$ cat config.mk
export PLATFORM = sky130hd
export DESIGN_NAME = button_conditioner
export DESIGN_NICKNAME = d
export VERILOG_FILES = /design/src/rtl/button_conditioner.sv
export SDC_FILE = /design/constraint.sdc
export NUM_CORES = 1
export LEC_CHECK = 0
export ABC_AREA = 1
export CORE_MARGIN = 4
export CORE_UTILIZATION = 35
export CTS_CLUSTER_SIZE = 8
export DETAILED_ROUTE_END_ITERATION = 7
export PLACE_DENSITY_LB_ADDON = 0.05
export SLEW_MARGIN = 5
export SYNTH_ARGS = -nofsm -noshare
export SYNTH_HDL_FRONTEND = slang
export SYNTH_SLANG_ARGS = --single-unit
$ cat constraint.sdc
create_clock -name clk -period 1.7 [get_ports clk]
set_input_delay 0.17 -clock clk [delete_from_list [all_inputs] [get_ports clk]]
set_output_delay 0.17 -clock clk [all_outputs]
set_load 0.005 [all_outputs]
$ cat src/rtl/button_conditioner.sv
// button_conditioner: synchronize, debounce, edge-detect and latch press flags for raw button pads (BTN_ACTIVE_LOW_EN inverts pads)
module button_conditioner #(
  parameter int N_BUTTONS    = 12,
  parameter int TICK_DIV     = 25000,
  parameter int STABLE_TICKS = 4
) (
  input  logic                 clk,
  input  logic                 reset,
  input  logic [N_BUTTONS-1:0] buttons_raw,
  input  logic [N_BUTTONS-1:0] clear_i,
  output logic [N_BUTTONS-1:0] level_o,
  output logic [N_BUTTONS-1:0] pressed_o,
  output logic [N_BUTTONS-1:0] released_o,
  output logic [N_BUTTONS-1:0] sticky_o
);
  localparam int PW = $clog2(TICK_DIV);
  localparam logic [PW-1:0] TOP = PW'(TICK_DIV - 1);
  localparam logic [2:0] LAST = 3'(STABLE_TICKS - 1);
  logic [N_BUTTONS-1:0] raw, sync1, sync2;
  logic [PW-1:0] div;
  logic tick;
  logic [2:0] cnt [N_BUTTONS];
`ifdef BTN_ACTIVE_LOW_EN
  assign raw = ~buttons_raw;
`else
  assign raw = buttons_raw;
`endif
  assign tick = div == TOP;
  // two-flop synchronizer; idle (not pressed) after reset
  always_ff @(posedge clk)
    {sync2, sync1} <= reset ? '0 : {sync1, raw};
  // sample-tick prescaler wrapping at TICK_DIV-1
  always_ff @(posedge clk)
    div <= (reset || tick) ? '0 : div + 1'b1;
  // per-channel debounce; pulses land with the first cycle of the new level
  always_ff @(posedge clk) begin
    if (reset) begin
      level_o    <= '0;
      pressed_o  <= '0;
      released_o <= '0;
      for (int i = 0; i < N_BUTTONS; i++) cnt[i] <= '0;
    end else begin
      pressed_o  <= '0;
      released_o <= '0;
      if (tick)
        for (int i = 0; i < N_BUTTONS; i++)
          if (sync2[i] == level_o[i]) cnt[i] <= '0;
          else if (cnt[i] == LAST) begin
            cnt[i]        <= '0;
            level_o[i]    <= sync2[i];
            pressed_o[i]  <= sync2[i];
            released_o[i] <= ~sync2[i];
          end else cnt[i] <= cnt[i] + 3'd1;
    end
  end
  // sticky press flags; a press pulse beats a simultaneous clear
  always_ff @(posedge clk)
    sticky_o <= reset ? '0 : (sticky_o & ~clear_i) | pressed_o;
endmodule

Yosys cells after proc, flatten, opt, wreduce, memory -nomap -nowiden. Memories as Yosys holds them, arrays and structs flattened. Cells that the tools add are included.

Bitwise gates (word level): 76. Add/subtract/negate cells: 13. Mux-type cells: 206. Eq/ne operators: 25. Reduce and logical (&&, ||, !) cells: 25.

Operators by type and width (number): 1-bit two-way mux (170); 3-bit two-way mux (36); 4-bit OR reduction (12); 1-bit inverter (37); 3-bit by 1-bit adder with 3-bit output (second input constant) (12); 3-bit by 2-bit == test with 1-bit output (second input constant) (12); 1-bit bitwise OR (36); 3-bit AND reduction (12); 15-bit by 1-bit adder with 15-bit output (second input constant) (1); 15-bit == test (second input constant) (1); 12-bit AND (1); 1-bit == test (12); 12-bit inverter (1); 12-bit bitwise OR (1); 1-bit logical OR (1).

Bits in writable memories: 36. Bits in registers: 87. Output and inout port bits: 48. Memories kept: 1. Bits of input ports: 26.

Memory list: cnt (words 12, bits a word 3, read ports 12, clocked after Yosys merged registers in 0, wr ports 12, RTL line 22) `logic [2:0] cnt [N_BUTTONS];`.

Depth between registers and ports, before layout. Gate-level depths: netlist (run 1).

Word-level depth: 8. Mapped depth: 10.

Worst setup path before layout (run 1). Ideal clock, no wire load.

Path type: register to register. From: register div[0]. To: memory cnt[0][0], enable pin. Period minus slack after synthesis: 1.742 ns. Setup time: 0.350 ns. Cell stages (with the launch flop): 9. Arrival time: 1.391 ns. Slack: -0.042 ns. Path buffers: 1. Cells stage by stage: dfxtp_1 -> ha_1 -> nand2_1 -> inv_1 -> nand2_1 -> nor2_4 -> nand2_2 -> buf_6 -> nand2_1.

RTL lines: start, declared (RTL line 20) `logic [PW-1:0] div;`; start signal, assigned (RTL line 34) `div <= (reset || tick) ? '0 : div + 1'b1;`; end, declared (RTL line 22).

==> flow_summary.yaml, run 1 <==
sta:
  fin_crit_sh_pct: 90.84
  drv_slew: 0
  max_slew.worst_pin.slew_ns: 0.4734
  whs_ns: 0.2095
  rsz0062_at_grt: "false"
  max_slew_margin_pct: 68.20
  finalHoldViolCount: 0
  setup_ws_ns: 0.1558
  setup_viol: 0
  fin_worst_skew_ns: 0.005510
  fmax_ghz: 0.6476
  period_needed_ns: 1.544
flow_run:
  drv_cap: 0
floorplan:
  core_um2: 13990
  die_x_um: 128.1
  fp.dieH_um: 128.1
  start_util_pct: 36.06
  dieArea_um2: 16400
  num_io_pins: 74
  rows: 43
place:
  gp_congestion: 0.8021
  place_ws_ns: -0.02989
  hpwl_um: 7350
  port_buffers: 73
global_routing:
  grt_max_degree: 48
  grt_pass1_wl_um: 17110
  antenna_found_initial: 0
  grt_pass1_vias: 3664
  grt-ovfl-total: 0
  grt_usage_pct: 13.33
yosys:
  synth_top_cell_area_share_pct: 34.52
  ys_async_sr_fraction_pct: 0
  syn-instance-count: 586
  synth-seq-area-share_pct: 55.95
  synth.yosys.warnings: 0
  synth_top_cell_by_area: "dfxtp_1"
  syn_nets: 637
  avgSynthCellArea_um2: 8.609
  syn_area_um2: 5045
  synthTopCellsByCount: "nor2_1 (141), inv_1 (110), dfxtp_1 (87)"
  synth-main-ff-cell: "dfxtp_1"
  synth_edf_count: 36
  yosysMostFrequentCell: "nor2_1"
  synth_seq_cells: 123
  synthTopCellsByArea: "dfxtp_1 (35%), edfxtp_1 (21%), nor2_1 (10%)"
  synth.distinct_cells: 26
outcome:
  status: "complete, no violations"
route:
  avgViaCountPerCell: 4.362
  routedWlPerCell_um: 11.64
  firstDrtPassIters: 4
  ant_nets: 0
  routed-via-count: 3821
  drc: 0
  drt-initial-drc-count: 133
  wl_um: 10200
clocking:
  ctsHoldBuffers: 0
  clkSlewWorstSetupHoldPaths_ns: 0.05
  clkSinkCount: 123
  cts_buffer_depth: 2
  htree_levels: 4
  cts_tree: "yes"
  cts_root_buffer: "clkbuf_16"
  clock_latency_ns: 0.40
  cts_buffers: 17
setup_path:
  cp_data_arrival_time_ns: 1.81
  critical_path.max_stage_delay_ns: 0.36
  critical_path.cell_chain: "ha_4 -> nand2_2 -> inv_2 -> nand2_2 -> nor2_4 -> nand2_4 -> nor2_8 -> nand2_4 -> nor2_2"
  cp.buffers_inverters: 1
  end_kind: "flip-flop"
  crit_fanout: 8
  crit_type: "reg2reg"
  required_ns: 1.96
  critPathSlowestCell: "dfxtp_2"
  cp_top_family: "simple AND/OR/NAND/NOR gates"
  worst_setup_path_start_kind: "flip-flop"
cells_and_area:
  antenna_cells: 0
  fill_cells: 1361
  area_growth_pct: 31.72
  drive_above_1_share_pct: 9.483
  nets: 735
worst_hold_path:
  min-delay-path-class: "in2reg"
power_and_ir_drop:
  power_density_nw_per_um2: 979.1
  ir_drop_mv: 0.6535
  finalPower_mw: 6.507
  p_leak_nw: 2.926
[final timing paths]
path,cells after the start,endpoint,startpoint,slack [ns]
setup / recovery,9,cnt[2][7]$_SDFFCE_PP0P_,div[0]$_SDFF_PP0_,0.16
hold / removal,4,level_o[4]$_SDFFE_PP0P_,reset,0.21
setup reg to reg,9,cnt[2][7]$_SDFFCE_PP0P_,div[0]$_SDFF_PP0_,0.16
hold reg to reg,2,sync2[5]$_SDFF_PP0_,sync1[5]$_SDFF_PP0_,0.40
[worst min-delay path, delay by kind of cell]
family                 cells  cell delay (ns)
AND/OR/NAND/NOR            2             0.14
buffers and inverters      2             0.26
[layout make-up]
type / instances / area, um^2 / area share (%)
Clock buffer: 28 / 496.7 / 7.475
Clock inverter: 3 / 15.01 / 0.2259
Inverter: 114 / 432.9 / 6.515
Multi-Input combinational cell: 339 / 1779 / 26.77
Sequential cell: 123 / 2825 / 42.52
Tap cell: 180 / 225.2 / 3.389
Timing Repair Buffer: 89 / 870.8 / 13.10
[layout by cell type, fill, tap and decap left out, drive strengths merged]
master	Yosys	layout
nor2	144	144
inv	113	113
dfxtp	87	87
nand2	84	84
clkdlybuf4s50	0	72
edfxtp	36	36
clkbuf	6	28
nand3	26	26
ha	25	25
a21oi	21	21
buf	4	17
nor3	10	10
xnor2	8	8
nand4	7	7
o21ai	6	6
xor2	4	4
clkinv	1	4
nand3b	3	3
nor3b	1	1
[registers in the layout (all words and copies together) (netlist names)]
| register | flops |
|---|---|
| cnt | 36 |
| pressed_o | 12 |
| div | 15 |
| level_o | 12 |
| released_o | 12 |
| sticky_o | 12 |
| sync1 | 12 |
| sync2 | 12 |
[power by group]
part	total, mW	leakage, nW	switching (mW)	internal (mW)
clock	3.10	0.252	1.14	1.96
combinational	0.274	1.63	0.147	0.127
sequential	3.13	1.05	0.0353	3.10
total	6.51	2.93	1.32	5.18
[through the flow]
stage               util [%]  cell area [um^2]  cells  setup TNS (ns)
global placement       43.49              6083    844               0
floorplan                  -              5047    586               0
global route           47.50              6645    876               0
detailed placement     43.49              6083    844        -0.07845
CTS                    47.18              6600    875               0
finish                 47.50              6645    876               0
[cell families after synthesis]
family | count (synthesis) | share of synthesized area (%)
buffers and inverters | 124 | 9.524
AO/OA/AOI/OAI | 27 | 2.679
AND/OR/NAND/NOR | 275 | 23.56
adder cells (fa/ha/maj) | 25 | 6.200
flip-flops | 123 | 55.95
XOR/XNOR | 12 | 2.083
[routing by layer]
| layer | global-route usage (%) | wire length, um |
|---|---|---|
| met5 | 0 | 0 |
| met4 | 4.994 | 129 |
| met3 | 4.750 | 499 |
| met2 | 22.18 | 4904 |
| met1 | 15.82 | 4662 |
[repair_timing]
item	4_1_cts	5_1_grt
pin swaps	0	5
setup endpoints to repair	5	84
setup buffers	0	1
resized for setup	1	14
(Power assumes the default switching activity.)
==> inputs of run 2 (changes only) <==
- GPL_ROUTABILITY_DRIVEN: unset -> 1
==> results of run 2 <==
The final DEF is identical to that of run 1; final timing and power are the same.
==> inputs of run 3 (changes only) <==
- clock period: 1.7 -> 1.5 ns (I/O delays scaled with it)
==> flow_summary.yaml, run 3 (synthesis gave the netlist of run 1 again) <==
setup_path:
  rr_startpoint: "div[1]$_SDFF_PP0_"
  required_ns: 1.85
  r2r_end: "released_o[9]$_SDFF_PP0_"
  rr_worst_depth: 11
  crit_type: "reg2reg"
  critPathSlowestCell: "dfxtp_2"
  critical_path.cell_chain: "ha_4 -> nand2_4 -> inv_2 -> nand2_2 -> nor2_4 -> nand2_4 -> buf_12 -> nor2_8 -> buf_4 -> nand2_2 -> nor2_1"
  rrSetupSlack_ns: -0.04
  worst_setup_path_start_kind: "flip-flop"
  cp_data_arrival_time_ns: 1.88
  crit_fanout: 7
  end_kind: "flip-flop"
  critical_path.max_stage_delay_ns: 0.35
global_routing:
  grt_pass1_wl_um: 17540
  grt_max_degree: 20
  grt_usage_pct: 13.56
  antenna_found_initial: 0
  grt-ovfl-total: 0
  grt_pass1_vias: 3772
route:
  avgViaCountPerCell: 4.273
  drc: 0
  ant_nets: 0
  drt-initial-drc-count: 207
  firstDrtPassIters: 4
  routedWlPerCell_um: 11.65
  wl_um: 10440
  routed-via-count: 3829
place:
  dp.cells: 863
  place_area_um2: 6309
  hpwl_um: 7766
  port_buffers: 73
  gp_congestion: 0.8414
  place_ws_ns: -0.07795
cells_and_area:
  final_cell_count_no_fill: 896
  design_area_um2: 7036
  fill_cells: 1340
  reg_top3: "cnt: 36 flops, div: 15 flops"
  layout_commonest_cell: "nor2_1"
  drive_above_1_share_pct: 15.78
  final_cell_mix: "nor2_1 (130), inv_1 (109), dfxtp_1 (76)"
  largest_reg_flops: 36
  nets: 754
  antenna_cells: 0
  largest_register: "cnt"
  area_growth_pct: 39.46
clocking:
  cts_buffer_depth: 2
  cts_root_buffer: "clkbuf_16"
  clkSlewWorstSetupHoldPaths_ns: 0.06
  cts_tree: "yes"
  clock_latency_ns: 0.41
  cts_buffers: 17
  clkSinkCount: 123
  htree_levels: 4
floorplan:
  dieArea_um2: 16400
  num_io_pins: 74
  fp.dieH_um: 128.1
  core_um2: 13990
  rows: 43
  die_x_um: 128.1
  start_util_pct: 36.06
sta:
  setup_viol: 13
  max_slew_margin_pct: 76.90
  fin_worst_skew_ns: 0.007107
  max_slew.worst_pin.slew_ns: 0.3429
  drv_slew: 0
  fmax_ghz: 0.6507
  finalHoldViolCount: 0
  rsz0062_at_grt: "true"
  setup_ws_ns: -0.03671
  period_needed_ns: 1.537
  fin_crit_sh_pct: 102.4
  setup_tns_ns: -0.2166
power_and_ir_drop:
  finalPower_mw: 8.144
  power_density_nw_per_um2: 1158
  ir_drop_mv: 0.7552
  p_leak_nw: 3.152
worst_hold_path:
  hp-start: "reset"
  hold_depth: 3
  min-delay-path-class: "in2reg"
  holdPathEnd: "sync1[4]$_SDFF_PP0_"
outcome:
  status: "finished with violations"
  violations: "setup timing"
flow_run:
  drv_cap: 0
[run 3: layout make-up]
class | count | area [um^2] | area share (%)
clock buffers | 24 | 566.8 | 8.056
inverters | 114 | 427.9 | 6.082
repair buffers | 108 | 1066 | 15.15
multi-input cells | 339 | 1843 | 26.20
flip-flops and latches | 123 | 2836 | 40.32
well taps | 180 | 225.2 | 3.201
clock inverters | 8 | 70.07 | 0.9959
[run 3: timing repair]
| item | 4_1_cts | 5_1_grt |
|---|---|---|
| setup buffers | 0 | 1 |
| pin swaps | 4 | 4 |
| hold buffers | 0 | 0 |
| gates resized for setup | 4 | 26 |
| setup endpoints to repair | 16 | 83 |
[run 3: power breakdown]
group	internal, mW	switching (mW)
clock network	2.80	1.45
registers	3.51	0.0397
logic	0.167	0.181
[run 3: routing by layer]
layer / up-vias / wire length [um] / global-route usage [%] / part of all wire, %
met5: - / 0 / 0 / 0
met4: 0 / 79 / 4.744 / 0.76
met3: 6 / 615 / 4.750 / 5.9
met2: 72 / 4855 / 21.81 / 47
met1: 1716 / 4887 / 16.94 / 47
li1: 2035 / - / - / -
[run 3: metrics by stage]
| stage | hold slack, ns | util, % |
|---|---|---|
| finish | 0.1591 | 50.30 |
| global route | 0.1827 | 50.30 |
| CTS | 0.1477 | 49.75 |
| detailed placement | 0.3924 | 45.10 |
| global placement | 0.3910 | 45.10 |
| floorplan | 0.2570 | - |
[run 3: worst max-delay path by stage]
stage | endpoint | cells past startpoint | startpoint
6_report | released_o[9]$_SDFF_PP0_ | 11 | div[1]$_SDFF_PP0_
2_1_floorplan | cnt[0][10]$_SDFFCE_PN0P_ | 9 | div[1]$_SDFF_PP0_
5_1_grt | released_o[9]$_SDFF_PP0_ | 11 | div[1]$_SDFF_PP0_
3_5_place_dp | cnt[1][8]$_SDFFCE_PN0P_ | 10 | div[1]$_SDFF_PP0_
4_1_cts | cnt[2][4]$_SDFFCE_PN0P_ | 10 | div[1]$_SDFF_PP0_
3_3_place_gp | cnt[1][11]$_SDFFCE_PN0P_ | 10 | div[1]$_SDFF_PP0_
[run 3: worst max-delay path: cells and delay by family (launching register included)]
family	cells	cell delay, ns
buffers and inverters	3	0.35
adders and majority gates	1	0.15
and+or+nand+nor	7	0.62
DFF	1	0.35
